==> src/rtl/quad_gearbox_pkg.sv <==
// quad_gearbox_pkg: quadrature decode result and step-FSM state encodings
package quad_gearbox_pkg;

    typedef enum logic [1:0] {DEC_NONE, DEC_INC, DEC_DEC, DEC_ERR} dec_e;
    typedef enum logic [1:0] {ST_IDLE, ST_SETUP, ST_HIGH, ST_LOW} state_e;

    function automatic logic [1:0] gray_pos(input logic [1:0] ab);
        return {ab[1], ab[1] ^ ab[0]};
    endfunction

    // distance walked around the 00-01-11-10 cycle; two steps means both phases flipped
    function automatic dec_e quad_decode(input logic [1:0] prev, input logic [1:0] cur);
        logic [1:0] d;
        d = gray_pos(cur) - gray_pos(prev);
        return d == 2'd1 ? DEC_INC : d == 2'd3 ? DEC_DEC : d == 2'd2 ? DEC_ERR : DEC_NONE;
    endfunction

endpackage

==> src/rtl/quad_gearbox_if.sv <==
// quad_gearbox_if: encoder inputs, ratio configuration and step/dir outputs of one axis
interface quad_gearbox_if #(parameter int RATIO_W = 16);

    logic               en;
    logic               phase_a;
    logic               phase_b;
    logic               invert;
    logic [RATIO_W-1:0] ratio_num;
    logic [RATIO_W-1:0] ratio_den;
    logic               step;
    logic               dir;
    logic               phase_err;
    logic               ovf;
    logic               cfg_err;

    modport master (
        output en, phase_a, phase_b, invert, ratio_num, ratio_den,
        input  step, dir, phase_err, ovf, cfg_err
    );

    modport slave (
        input  en, phase_a, phase_b, invert, ratio_num, ratio_den,
        output step, dir, phase_err, ovf, cfg_err
    );

endinterface

==> src/rtl/quad_gearbox_filter.sv <==
// quad_filter: two-flop synchroniser followed by a FILTER_LEN-sample stability filter
module quad_filter #(
    parameter int FILTER_LEN = 4
) (
    input  logic i_clk,
    input  logic i_rst_n,
    input  logic i_raw,
    output logic o_filt
);

    localparam int CW = $clog2(FILTER_LEN + 1);

    logic [1:0]    r_sync;
    logic [CW-1:0] r_cnt;
    logic          r_filt;
    logic          w_diff;
    logic          w_done;

    assign w_diff = r_sync[1] != r_filt;
    assign w_done = w_diff && r_cnt == CW'(FILTER_LEN - 1);

    always_ff @(posedge i_clk or negedge i_rst_n) begin
        if (!i_rst_n) begin
            r_sync <= '0;
            r_cnt  <= '0;
            r_filt <= 1'b0;
        end else begin
            r_sync <= {r_sync[0], i_raw};
            r_cnt  <= (w_diff && !w_done) ? r_cnt + CW'(1) : '0;
            r_filt <= w_done ? r_sync[1] : r_filt;
        end
    end

    assign o_filt = r_filt;

endmodule

==> src/rtl/quad_gearbox.sv <==
// quad_gearbox: quadrature encoder to step/dir converter at a programmable ratio num/den <= 1
module quad_gearbox
    import quad_gearbox_pkg::*;
#(
    parameter int FILTER_LEN = 4,
    parameter int RATIO_W    = 16,
    parameter int PULSE_LEN  = 50,
    parameter int DIR_SETUP  = 25,
    parameter int BACKLOG_W  = 8
) (
    input logic           i_clk,
    input logic           i_rst_n,
    quad_gearbox_if.slave bus
);

    localparam int AW   = RATIO_W + 1;
    localparam int BW   = BACKLOG_W + 1;
    localparam int TMAX = PULSE_LEN > DIR_SETUP ? PULSE_LEN : DIR_SETUP;
    localparam int CW   = $clog2(TMAX + 1);
    localparam logic signed [BW-1:0] SAT_HI = BW'(2 ** (BACKLOG_W - 1) - 1);
    localparam logic signed [BW-1:0] SAT_LO = -SAT_HI;

    logic                        w_fa, w_fb;
    logic [1:0]                  r_prev, w_ab;
    dec_e                        w_dec;
    logic                        w_cfg_err, w_count, w_up, w_dn, w_inc, w_decr;
    logic [AW-1:0]               r_acc, w_acc_nxt, w_num, w_den, w_sum;
    logic signed [BACKLOG_W-1:0] r_backlog;
    logic signed [BW-1:0]        w_bl_ext, w_bl_sum;
    logic                        w_sat_hi, w_sat_lo;
    logic                        r_phase_err, r_ovf, r_dir;
    logic                        w_pos, w_neg, w_match, w_flip, w_take, w_dir_flip;
    state_e                      r_state, w_state_nxt;
    logic [CW-1:0]               r_cnt;

    quad_filter #(.FILTER_LEN(FILTER_LEN)) u_filt_a (
        .i_clk  (i_clk),
        .i_rst_n(i_rst_n),
        .i_raw  (bus.phase_a),
        .o_filt (w_fa)
    );

    quad_filter #(.FILTER_LEN(FILTER_LEN)) u_filt_b (
        .i_clk  (i_clk),
        .i_rst_n(i_rst_n),
        .i_raw  (bus.phase_b),
        .o_filt (w_fb)
    );

    assign w_ab  = {w_fa, w_fb};
    assign w_dec = quad_decode(r_prev, w_ab);

    assign w_cfg_err = bus.ratio_den == '0 || bus.ratio_num > bus.ratio_den;
    assign w_count   = bus.en && !w_cfg_err;
    assign w_num     = AW'(bus.ratio_num);
    assign w_den     = AW'(bus.ratio_den);
    assign w_sum     = r_acc + w_num;
    assign w_up      = w_sum >= w_den;
    assign w_dn      = r_acc < w_num;
    assign w_inc     = w_count && w_dec == DEC_INC && w_up;
    assign w_decr    = w_count && w_dec == DEC_DEC && w_dn;
    assign w_acc_nxt = !bus.en ? '0 :
                       !w_count ? r_acc :
                       w_dec == DEC_INC ? (w_up ? w_sum - w_den : w_sum) :
                       w_dec == DEC_DEC ? (w_dn ? r_acc + w_den - w_num : r_acc - w_num) :
                       r_acc;

    // decoder contribution and FSM consumption land in the same cycle as one net change
    assign w_bl_ext = {r_backlog[BACKLOG_W-1], r_backlog};
    assign w_bl_sum = w_bl_ext + BW'(w_inc) + BW'(w_take && !r_dir)
                    - BW'(w_decr) - BW'(w_take && r_dir);
    assign w_sat_hi = w_bl_sum > SAT_HI;
    assign w_sat_lo = w_bl_sum < SAT_LO;

    always_ff @(posedge i_clk or negedge i_rst_n) begin
        if (!i_rst_n) begin
            r_prev      <= '0;
            r_acc       <= '0;
            r_backlog   <= '0;
            r_phase_err <= 1'b0;
            r_ovf       <= 1'b0;
        end else begin
            r_prev      <= w_ab;
            r_acc       <= w_acc_nxt;
            r_backlog   <= !bus.en ? '0 : w_sat_hi ? SAT_HI[BACKLOG_W-1:0] :
                           w_sat_lo ? SAT_LO[BACKLOG_W-1:0] : w_bl_sum[BACKLOG_W-1:0];
            r_phase_err <= r_phase_err | (bus.en && w_dec == DEC_ERR);
            r_ovf       <= r_ovf | (bus.en && (w_sat_hi || w_sat_lo));
        end
    end

    assign w_neg   = r_backlog[BACKLOG_W-1];
    assign w_pos   = !w_neg && r_backlog != '0;
    assign w_match = bus.en && (r_dir ? w_pos : w_neg);
    assign w_flip  = bus.en && (r_dir ? w_neg : w_pos);

    // LOW may chain straight into HIGH so a full backlog drains at one step per 2*PULSE_LEN
    always_comb begin
        w_state_nxt = r_state;
        w_dir_flip  = 1'b0;
        case (r_state)
            ST_IDLE: begin
                w_state_nxt = w_match ? ST_HIGH : w_flip ? ST_SETUP : ST_IDLE;
                w_dir_flip  = !w_match && w_flip;
            end
            ST_SETUP: w_state_nxt = !bus.en ? ST_IDLE :
                                    r_cnt != CW'(DIR_SETUP - 1) ? ST_SETUP :
                                    w_match ? ST_HIGH : ST_IDLE;
            ST_HIGH:  w_state_nxt = r_cnt == CW'(PULSE_LEN - 1) ? ST_LOW : ST_HIGH;
            ST_LOW:   w_state_nxt = r_cnt != CW'(PULSE_LEN - 1) ? ST_LOW :
                                    w_match ? ST_HIGH : ST_IDLE;
        endcase
    end

    assign w_take = w_state_nxt == ST_HIGH && r_state != ST_HIGH;

    always_ff @(posedge i_clk or negedge i_rst_n) begin
        if (!i_rst_n) begin
            r_state <= ST_IDLE;
            r_cnt   <= '0;
            r_dir   <= 1'b0;
        end else begin
            r_state <= w_state_nxt;
            r_cnt   <= (w_state_nxt != r_state || r_state == ST_IDLE) ? '0 : r_cnt + CW'(1);
            r_dir   <= r_dir ^ w_dir_flip;
        end
    end

    assign bus.step      = r_state == ST_HIGH;
    assign bus.dir       = r_dir ^ bus.invert;
    assign bus.phase_err = r_phase_err;
    assign bus.ovf       = r_ovf;
    assign bus.cfg_err   = w_cfg_err;

endmodule

==> src/flat_wrapper.sv <==
// flat-port wrapper written by rule: the top's interface ports become plain ports
module quad_gearbox_flat import quad_gearbox_pkg::*;
#(
    parameter int FILTER_LEN = 4,
    parameter int RATIO_W    = 16,
    parameter int PULSE_LEN  = 50,
    parameter int DIR_SETUP  = 25,
    parameter int BACKLOG_W  = 8
)
  (i_clk, i_rst_n, bus_en, bus_phase_a, bus_phase_b, bus_invert, bus_ratio_num, bus_ratio_den, bus_step, bus_dir, bus_phase_err, bus_ovf, bus_cfg_err);
  quad_gearbox_if #(.RATIO_W(RATIO_W)) bus_i ();
  input logic i_clk;
  input logic i_rst_n;
  input wire logic [$bits(bus_i.en)-1:0] bus_en;
  input wire logic [$bits(bus_i.phase_a)-1:0] bus_phase_a;
  input wire logic [$bits(bus_i.phase_b)-1:0] bus_phase_b;
  input wire logic [$bits(bus_i.invert)-1:0] bus_invert;
  input wire logic [$bits(bus_i.ratio_num)-1:0] bus_ratio_num;
  input wire logic [$bits(bus_i.ratio_den)-1:0] bus_ratio_den;
  output wire logic [$bits(bus_i.step)-1:0] bus_step;
  output wire logic [$bits(bus_i.dir)-1:0] bus_dir;
  output wire logic [$bits(bus_i.phase_err)-1:0] bus_phase_err;
  output wire logic [$bits(bus_i.ovf)-1:0] bus_ovf;
  output wire logic [$bits(bus_i.cfg_err)-1:0] bus_cfg_err;
  assign bus_i.en = bus_en;
  assign bus_i.phase_a = bus_phase_a;
  assign bus_i.phase_b = bus_phase_b;
  assign bus_i.invert = bus_invert;
  assign bus_i.ratio_num = bus_ratio_num;
  assign bus_i.ratio_den = bus_ratio_den;
  assign bus_step = bus_i.step;
  assign bus_dir = bus_i.dir;
  assign bus_phase_err = bus_i.phase_err;
  assign bus_ovf = bus_i.ovf;
  assign bus_cfg_err = bus_i.cfg_err;
  quad_gearbox #(.FILTER_LEN(FILTER_LEN), .RATIO_W(RATIO_W), .PULSE_LEN(PULSE_LEN), .DIR_SETUP(DIR_SETUP), .BACKLOG_W(BACKLOG_W)) u_core (.i_clk(i_clk), .i_rst_n(i_rst_n), .bus(bus_i));
endmodule
==> config.mk <==
export PLATFORM = sky130hd
export DESIGN_NAME = quad_gearbox_flat
export DESIGN_NICKNAME = d
export VERILOG_FILES = /design/src/rtl/quad_gearbox_pkg.sv /design/src/rtl/quad_gearbox_if.sv /design/src/rtl/quad_gearbox_filter.sv /design/src/rtl/quad_gearbox.sv /design/src/flat_wrapper.sv
export SDC_FILE = /design/constraint.sdc
export NUM_CORES = 1
export LEC_CHECK = 0
export ABC_AREA = 1
export CORE_ASPECT_RATIO = 2
export CORE_MARGIN = 1.5
export CORE_UTILIZATION = 55
export DETAILED_ROUTE_END_ITERATION = 10
export PLACE_DENSITY = 0.74
export SLEW_MARGIN = 20
export SYNTH_ARGS = -nofsm -noshare
export SYNTH_HDL_FRONTEND = slang
export SYNTH_SLANG_ARGS = --single-unit
export TNS_END_PERCENT = 10
==> constraint.sdc <==
create_clock -name i_clk -period 11.6 [get_ports i_clk]
set_input_delay 2.32 -clock i_clk [delete_from_list [all_inputs] [get_ports i_clk]]
set_output_delay 2.32 -clock i_clk [all_outputs]
set_load 0.005 [all_outputs]
==> impl_metrics.json, run 1 <==
{
  "cpLargestDelayFamily": "simple AND/OR/NAND/NOR gates",
  "hold_buffers": 0,
  "synth_compound_area_frac": 0.113,
  "vias_per_cell": 5.64,
  "rsz0062_at_grt": "false",
  "num_rows": 61,
  "firstDrtPassIters": 5,
  "synthDistinctLibCells": 44,
  "synthCells": 1191,
  "fillCellCount": 1414,
  "synth_ff_type": "dfrtp_1",
  "p_seq_frac": 0.132,
  "slew_viol_final": 0,
  "clk_path_buf_depth": 2,
  "initial_core_util": 0.562,
  "die_area_mm2": 0.0149,
  "crit_required_ns": 11.82,
  "hold_class": "flip-flop to flip-flop",
  "p_switching_mw": 1.12,
  "finalWirelength_um": 25200,
  "synth-seq-cells": 50,
  "intPower_mw": 0.799,
  "final_hold_viol_count": 0,
  "post-dp-hpwl_um": 21400,
  "io-pin-count": 43,
  "cpMostUsedCell": "nand2_1",
  "fmax_ghz": 0.125,
  "r2r_start": "u_core.r_acc[5]$_DFFE_PN0P_",
  "clk-insertion-delay-late_ns": 0.31,
  "portBuffers": 42,
  "grt_use_total": 0.355,
  "ys_seq_area_frac": 0.161,
  "skew_ns": 0.0113,
  "cts-buffers-inserted": 5,
  "postCtsSetupRepairBufs": 0,
  "synth_top_family_by_area": "simple AND/OR/NAND/NOR gates",
  "fin_crit_ns": 8.01,
  "grt_pass1_vias": 8261,
  "gp_congestion": 0.942,
  "crit_arrival_ns": 8.23,
  "drc": 0,
  "clk_pin_slew_ns": 0.07,
  "synth-edff-count": 0,
  "synthXorXnorAreaFrac": 0.0440,
  "r2r_cells": 31,
  "ant_nets": 0,
  "cp.buffers_inverters": 6,
  "tightest_slew_ns": 1.08,
  "setup-violations-final": 0,
  "critical_path_class": "primary input to flip-flop",
  "cap_violations": 0,
  "synthAdderAreaFrac": 0.218,
  "grt_max_degree": 51,
  "synth-simple-area-share": 0.345,
  "yosysWarnings": 0,
  "crit_fanout": 18,
  "fp.dieH_um": 171,
  "core_region_area_mm2": 0.0138,
  "clock_sinks": 50,
  "clockPowerShare": 0.080,
  "end_kind": "flip-flop",
  "die_x_um": 87.0,
  "avgSynthCellArea_um2": 6.52,
  "status": "finished, final reports clean",
  "start_kind": "primary input",
  "r2r_slack_ns": 5.76,
  "antenna_cells": 0,
  "setup_tns_ns": 0,
  "syn_nets": 1351,
  "final_core_util": 0.609,
  "antenna_found_initial": 0,
  "slowest_stage": "clkdlybuf4s50_1",
  "post_drt_wl_per_cell_um": 17.9,
  "area_delta_synth_final_pct": 8.40,
  "final_nets": 1377,
  "maxSlewHeadroom": 0.276,
  "vdd_drop_max_mv": 0.321,
  "vias": 7934,
  "synth-async-reset-ratio": 1.00,
  "power_density_mw_per_mm2": 228,
  "r2r-end": "u_core.r_backlog[3]$_DFF_PN0_",
  "syn_area_mm2": 0.00776,
  "period_share": 0.691,
  "grt_overflow": 0,
  "pwr-share-comb": 0.788,
  "drive_above_1_share": 0.0517,
  "cpPeakStageDelay_ns": 0.52,
  "synth_mux_area_frac": 0.00145,
  "grt_pass1_wl_um": 39400,
  "p_leak_nw": 4.55,
  "swShare": 0.584,
  "crit_start": "bus_ratio_num[5]",
  "h-tree-depth": 2,
  "cts_tree": "done",
  "crit_path_end": "u_core.r_backlog[3]$_DFF_PN0_",
  "critical_path_depth": 33,
  "cts_resized": 0,
  "drt-initial-drc-count": 409,
  "clockRootBuffer": "clkbuf_16"
}
cell usage in the layout, fill, tap and decap left out, types with 10 or more instances in the layout:
cell type        instances
nand2_1                287
inv_1                  183
nand3_1                122
ha_1                   100
nor2_1                  98
a21oi_1                 83
dfrtp_1                 50
clkdlybuf4s50_1         41
o21ai_0                 38
nand4_1                 32
xor2_1                  27
fa_1                    22
inv_2                   16
nand2_2                 15
nor3_1                  12
xnor2_1                 12
o211ai_1                10
cell families after synthesis:
kind of cell / after synthesis
buffers and inverters: 224
adders and majority gates: 122
and+or+nand+nor: 597
xor gates and xnor gates: 39
muxes: 1
AOI/OAI and AO/OA: 158
DFF: 50
metal layers:
layer	vias up	GRT usage	wire (µm)
met3	141	0.0463	909
met1	3634	0.315	8370
met2	249	0.662	13300
met4	0	0.325	2590
li1	3910	-	-
met5	-	0	0
cells in the mapped netlist, drive strengths merged, types with 12 or more instances:
| cell type | count | area share |
|---|---|---|
| a21oi | 86 | 0.057 |
| buf | 20 | 0.019 |
| dfrtp | 50 | 0.16 |
| fa | 22 | 0.057 |
| ha | 100 | 0.16 |
| inv | 199 | 0.096 |
| nand2 | 304 | 0.15 |
| nand3 | 125 | 0.083 |
| nand4 | 33 | 0.027 |
| nor2 | 104 | 0.057 |
| nor3 | 12 | 0.0077 |
| o21ai | 45 | 0.029 |
| xnor2 | 12 | 0.014 |
| xor2 | 27 | 0.030 |
sequential cells by signal, indices dropped and copies added (netlist names), 3 cells and up:
| signal | cells |
|---|---|
| u_core.r_cnt | 6 |
| u_core.u_filt_b.r_cnt | 3 |
| u_core.u_filt_a.r_cnt | 3 |
| u_core.r_backlog | 8 |
| u_core.r_acc | 17 |
power groups by stage:
stage / clock (mW) / sequential (mW) / combinational [mW]
after floorplan: 0 / 0.245 / 1.12
after global placement: 0 / 0.255 / 1.47
after detailed placement: 0 / 0.257 / 1.48
after CTS: 0.156 / 0.253 / 1.49
after global routing: 0.161 / 0.259 / 1.68
final: 0.153 / 0.254 / 1.51
worst min path at each step:
stage | from | slack, ns | to | cells after the start
floorplan | u_core.u_filt_a.r_sync[0]$_DFF_PN0_ | 0.33 | u_core.u_filt_a.r_sync[1]$_DFF_PN0_ | 0
global placement | u_core.u_filt_b.r_sync[0]$_DFF_PN0_ | 0.33 | u_core.u_filt_b.r_sync[1]$_DFF_PN0_ | 0
detailed placement | u_core.u_filt_b.r_sync[0]$_DFF_PN0_ | 0.34 | u_core.u_filt_b.r_sync[1]$_DFF_PN0_ | 0
CTS | u_core.u_filt_b.r_sync[0]$_DFF_PN0_ | 0.36 | u_core.u_filt_b.r_sync[1]$_DFF_PN0_ | 0
global route | u_core.u_filt_b.r_sync[0]$_DFF_PN0_ | 0.36 | u_core.u_filt_b.r_sync[1]$_DFF_PN0_ | 0
finish | u_core.u_filt_b.r_sync[0]$_DFF_PN0_ | 0.36 | u_core.u_filt_b.r_sync[1]$_DFF_PN0_ | 0
stage by stage:
| step | total power, mW | cell area [µm²] | instances | hold slack [ns] | setup slack (ns) |
|---|---|---|---|---|---|
| after floorplan | 1.37 | 7760 | 1191 | 0.331 | 4.91 |
| after global placement | 1.73 | 8260 | 1399 | 0.334 | 3.41 |
| after detailed placement | 1.74 | 8260 | 1399 | 0.343 | 3.36 |
| after CTS | 1.90 | 8410 | 1407 | 0.359 | 3.64 |
| after global routing | 2.10 | 8410 | 1407 | 0.359 | 2.96 |
| final | 1.92 | 8410 | 1407 | 0.356 | 3.59 |
layout make-up:
type | count | area, µm² | share of cell area
multi-input cells | 917 | 5600 | 0.665
clock buffers | 5 | 125 | 0.0149
repair buffers | 44 | 430 | 0.0512
flip-flops and latches | 50 | 1250 | 0.149
inverters | 199 | 747 | 0.0888
well taps | 189 | 236 | 0.0281
clock inverters | 3 | 25.0 | 0.00297
Power figures use the tool's default switching activity.
==> run 2, diff against run 1 <==
--- a/config.mk
+++ b/config.mk
@@ -10,7 +10,7 @@
 export CORE_MARGIN = 1.5
 export CORE_UTILIZATION = 55
 export DETAILED_ROUTE_END_ITERATION = 10
-export PLACE_DENSITY = 0.74
+export PLACE_DENSITY = 0.77
 export SLEW_MARGIN = 20
 export SYNTH_ARGS = -nofsm -noshare
 export SYNTH_HDL_FRONTEND = slang
==> constraint.sdc (replaced) <==
create_clock -name i_clk -period 6.6 [get_ports i_clk]
set_input_delay 1.32 -clock i_clk [delete_from_list [all_inputs] [get_ports i_clk]]
set_output_delay 1.32 -clock i_clk [all_outputs]
set_load 0.005 [all_outputs]
==> run 2 against run 1 <==
Largest power group unchanged. Critical endpoint unchanged. Wire length up 3.5%. Critical path depth unchanged. Worst hold slack worse by 0.0053 ns. Cell area up 3.4%.
==> impl_metrics.json, run 2 (same netlist as run 1, synthesis figures left out) <==
{
  "slew_viol_final": 0,
  "end_kind": "flip-flop",
  "vdd_drop_max_mv": 0.455,
  "critical_path_class": "primary input to flip-flop",
  "grt_pass1_vias": 8426,
  "clockRootBuffer": "clkbuf_16",
  "biggestRegsByFlops": "u_core.r_acc (17), u_core.r_backlog (8), u_core.r_cnt (6)",
  "finalWirelength_um": 26100,
  "clk_path_buf_depth": 2,
  "power_density_mw_per_mm2": 405,
  "largest_reg_flops": 17,
  "setup_tns_ns": 0,
  "gp_congestion": 1.04,
  "layout_common_cells": "284 x nand2_1, 183 x inv_1, 122 x nand3_1, 96 x nor2_1, 95 x ha_1",
  "drc": 0,
  "final_core_util": 0.630,
  "mostFrequentLayoutCell": "nand2_1",
  "vias_per_cell": 5.76,
  "cp.buffers_inverters": 5,
  "p_seq_frac": 0.128,
  "cts_tree": "done",
  "antenna_cells": 0,
  "ant_nets": 0,
  "cpPeakStageDelay_ns": 0.56,
  "num_rows": 61,
  "antenna_found_initial": 0,
  "post-dp-hpwl_um": 21600,
  "clk_pin_slew_ns": 0.07,
  "cts-buffers-inserted": 5,
  "clockPowerShare": 0.081,
  "final_hold_viol_count": 0,
  "drt-initial-drc-count": 521,
  "skew_ns": 0.0137,
  "io-pin-count": 43,
  "grt_overflow": 0,
  "portBuffers": 42,
  "p_switching_mw": 2.05,
  "swShare": 0.581,
  "clock_sinks": 50,
  "grt_pass1_wl_um": 40300,
  "pwr-share-comb": 0.791,
  "cap_violations": 0,
  "setup-violations-final": 0,
  "initial_core_util": 0.562,
  "r2r_cells": 31,
  "fmax_ghz": 0.161,
  "final_nets": 1407,
  "r2r_start": "u_core.r_acc[2]$_DFFE_PN0P_",
  "die_area_mm2": 0.0149,
  "vias": 8275,
  "crit_required_ns": 6.83,
  "cpLargestDelayFamily": "simple AND/OR/NAND/NOR gates",
  "hold_end": "u_core.u_filt_b.r_sync[1]$_DFF_PN0_",
  "r2r_slack_ns": 1.53,
  "crit_arrival_ns": 6.44,
  "regMostFlops": "u_core.r_acc",
  "period_share": 0.941,
  "tightest_slew_ns": 0.987,
  "crit_fanout": 6,
  "h-tree-depth": 2,
  "total_power_mw": 3.52,
  "firstDrtPassIters": 6,
  "post_drt_wl_per_cell_um": 18.2,
  "cpMostUsedCell": "nand2_1",
  "fp.dieH_um": 171,
  "drive_above_1_share": 0.0849,
  "p_leak_nw": 4.70,
  "grt_use_total": 0.363,
  "intPower_mw": 1.48,
  "area_delta_synth_final_pct": 12.1,
  "postCtsSetupRepairBufs": 0,
  "slowest_stage": "clkdlybuf4s50_1",
  "core_region_area_mm2": 0.0138,
  "r2r-end": "u_core.r_backlog[3]$_DFF_PN0_",
  "hold_class": "flip-flop to flip-flop",
  "die_x_um": 87.0,
  "status": "finished, final reports clean",
  "fin_crit_ns": 6.21,
  "clk-insertion-delay-late_ns": 0.32,
  "maxSlewHeadroom": 0.340,
  "min_path_cells": 0,
  "worstHoldStart": "u_core.u_filt_b.r_sync[0]$_DFF_PN0_",
  "grt_max_degree": 51,
  "start_kind": "primary input",
  "holdWs_ns": 0.351
}
[run 2: cell types whose count changed in the layout (fill, tap and decap cells not counted), sizes merged]
cell,delta
buf,+30
clkinv,+1
clkinvlp,-1
[run 2: repair_timing]
item                       4_1_cts  5_1_grt
setup endpoints to repair        0        8
hold buffers                     0        0
resized for setup                0       14
[run 2: per-stage QoR]
stage | setup slack, ns | cells | cell area, µm²
3_3_place_gp | 0.155 | 1429 | 8490
4_1_cts | 0.285 | 1437 | 8640
2_1_floorplan | 0.908 | 1191 | 7760
3_5_place_dp | -0.0192 | 1429 | 8490
5_1_grt | -0.0384 | 1437 | 8700
6_report | 0.392 | 1437 | 8700
[run 2: worst max path at each step]
| stage | start | endpoint | slack, ns | cells past startpoint |
|---|---|---|---|---|
| 3_3_place_gp | bus_ratio_num[5] | u_core.r_backlog[5]$_DFF_PN0_ | 0.15 | 32 |
| 3_5_place_dp | bus_ratio_num[5] | u_core.r_backlog[3]$_DFF_PN0_ | -0.02 | 32 |
| 6_report | bus_ratio_num[5] | u_core.r_backlog[3]$_DFF_PN0_ | 0.39 | 33 |
| 2_1_floorplan | bus_ratio_num[0] | u_core.r_backlog[1]$_DFF_PN0_ | 0.91 | 33 |
| 4_1_cts | bus_ratio_num[5] | u_core.r_backlog[3]$_DFF_PN0_ | 0.28 | 32 |
| 5_1_grt | bus_ratio_num[0] | u_core.r_backlog[1]$_DFF_PN0_ | -0.04 | 33 |
[run 2: power by group through the flow]
stage / Combinational (mW) / Sequential [mW] / Clock [mW]
after floorplan: 1.97 / 0.431 / 0
after CTS: 2.69 / 0.448 / 0.291
after global routing: 3.06 / 0.457 / 0.300
after detailed placement: 2.68 / 0.454 / 0
after global placement: 2.65 / 0.452 / 0
final: 2.79 / 0.450 / 0.286
[run 2: final cells by class]
| type | count | area (µm²) |
|---|---|---|
| multi-input combinational | 917 | 5660 |
| sequential | 50 | 1250 |
| clock buffer | 5 | 125 |
| clock inverter | 3 | 28.8 |
| timing repair buffer | 74 | 656 |
| tap | 189 | 236 |
| inverter | 199 | 747 |
| fill | 1318 | 5110 |
[run 2: metal layers]
layer	global-route usage	share of wire
met5	0	0
met4	0.332	0.10
met3	0.0420	0.048
met2	0.663	0.52
met1	0.339	0.33
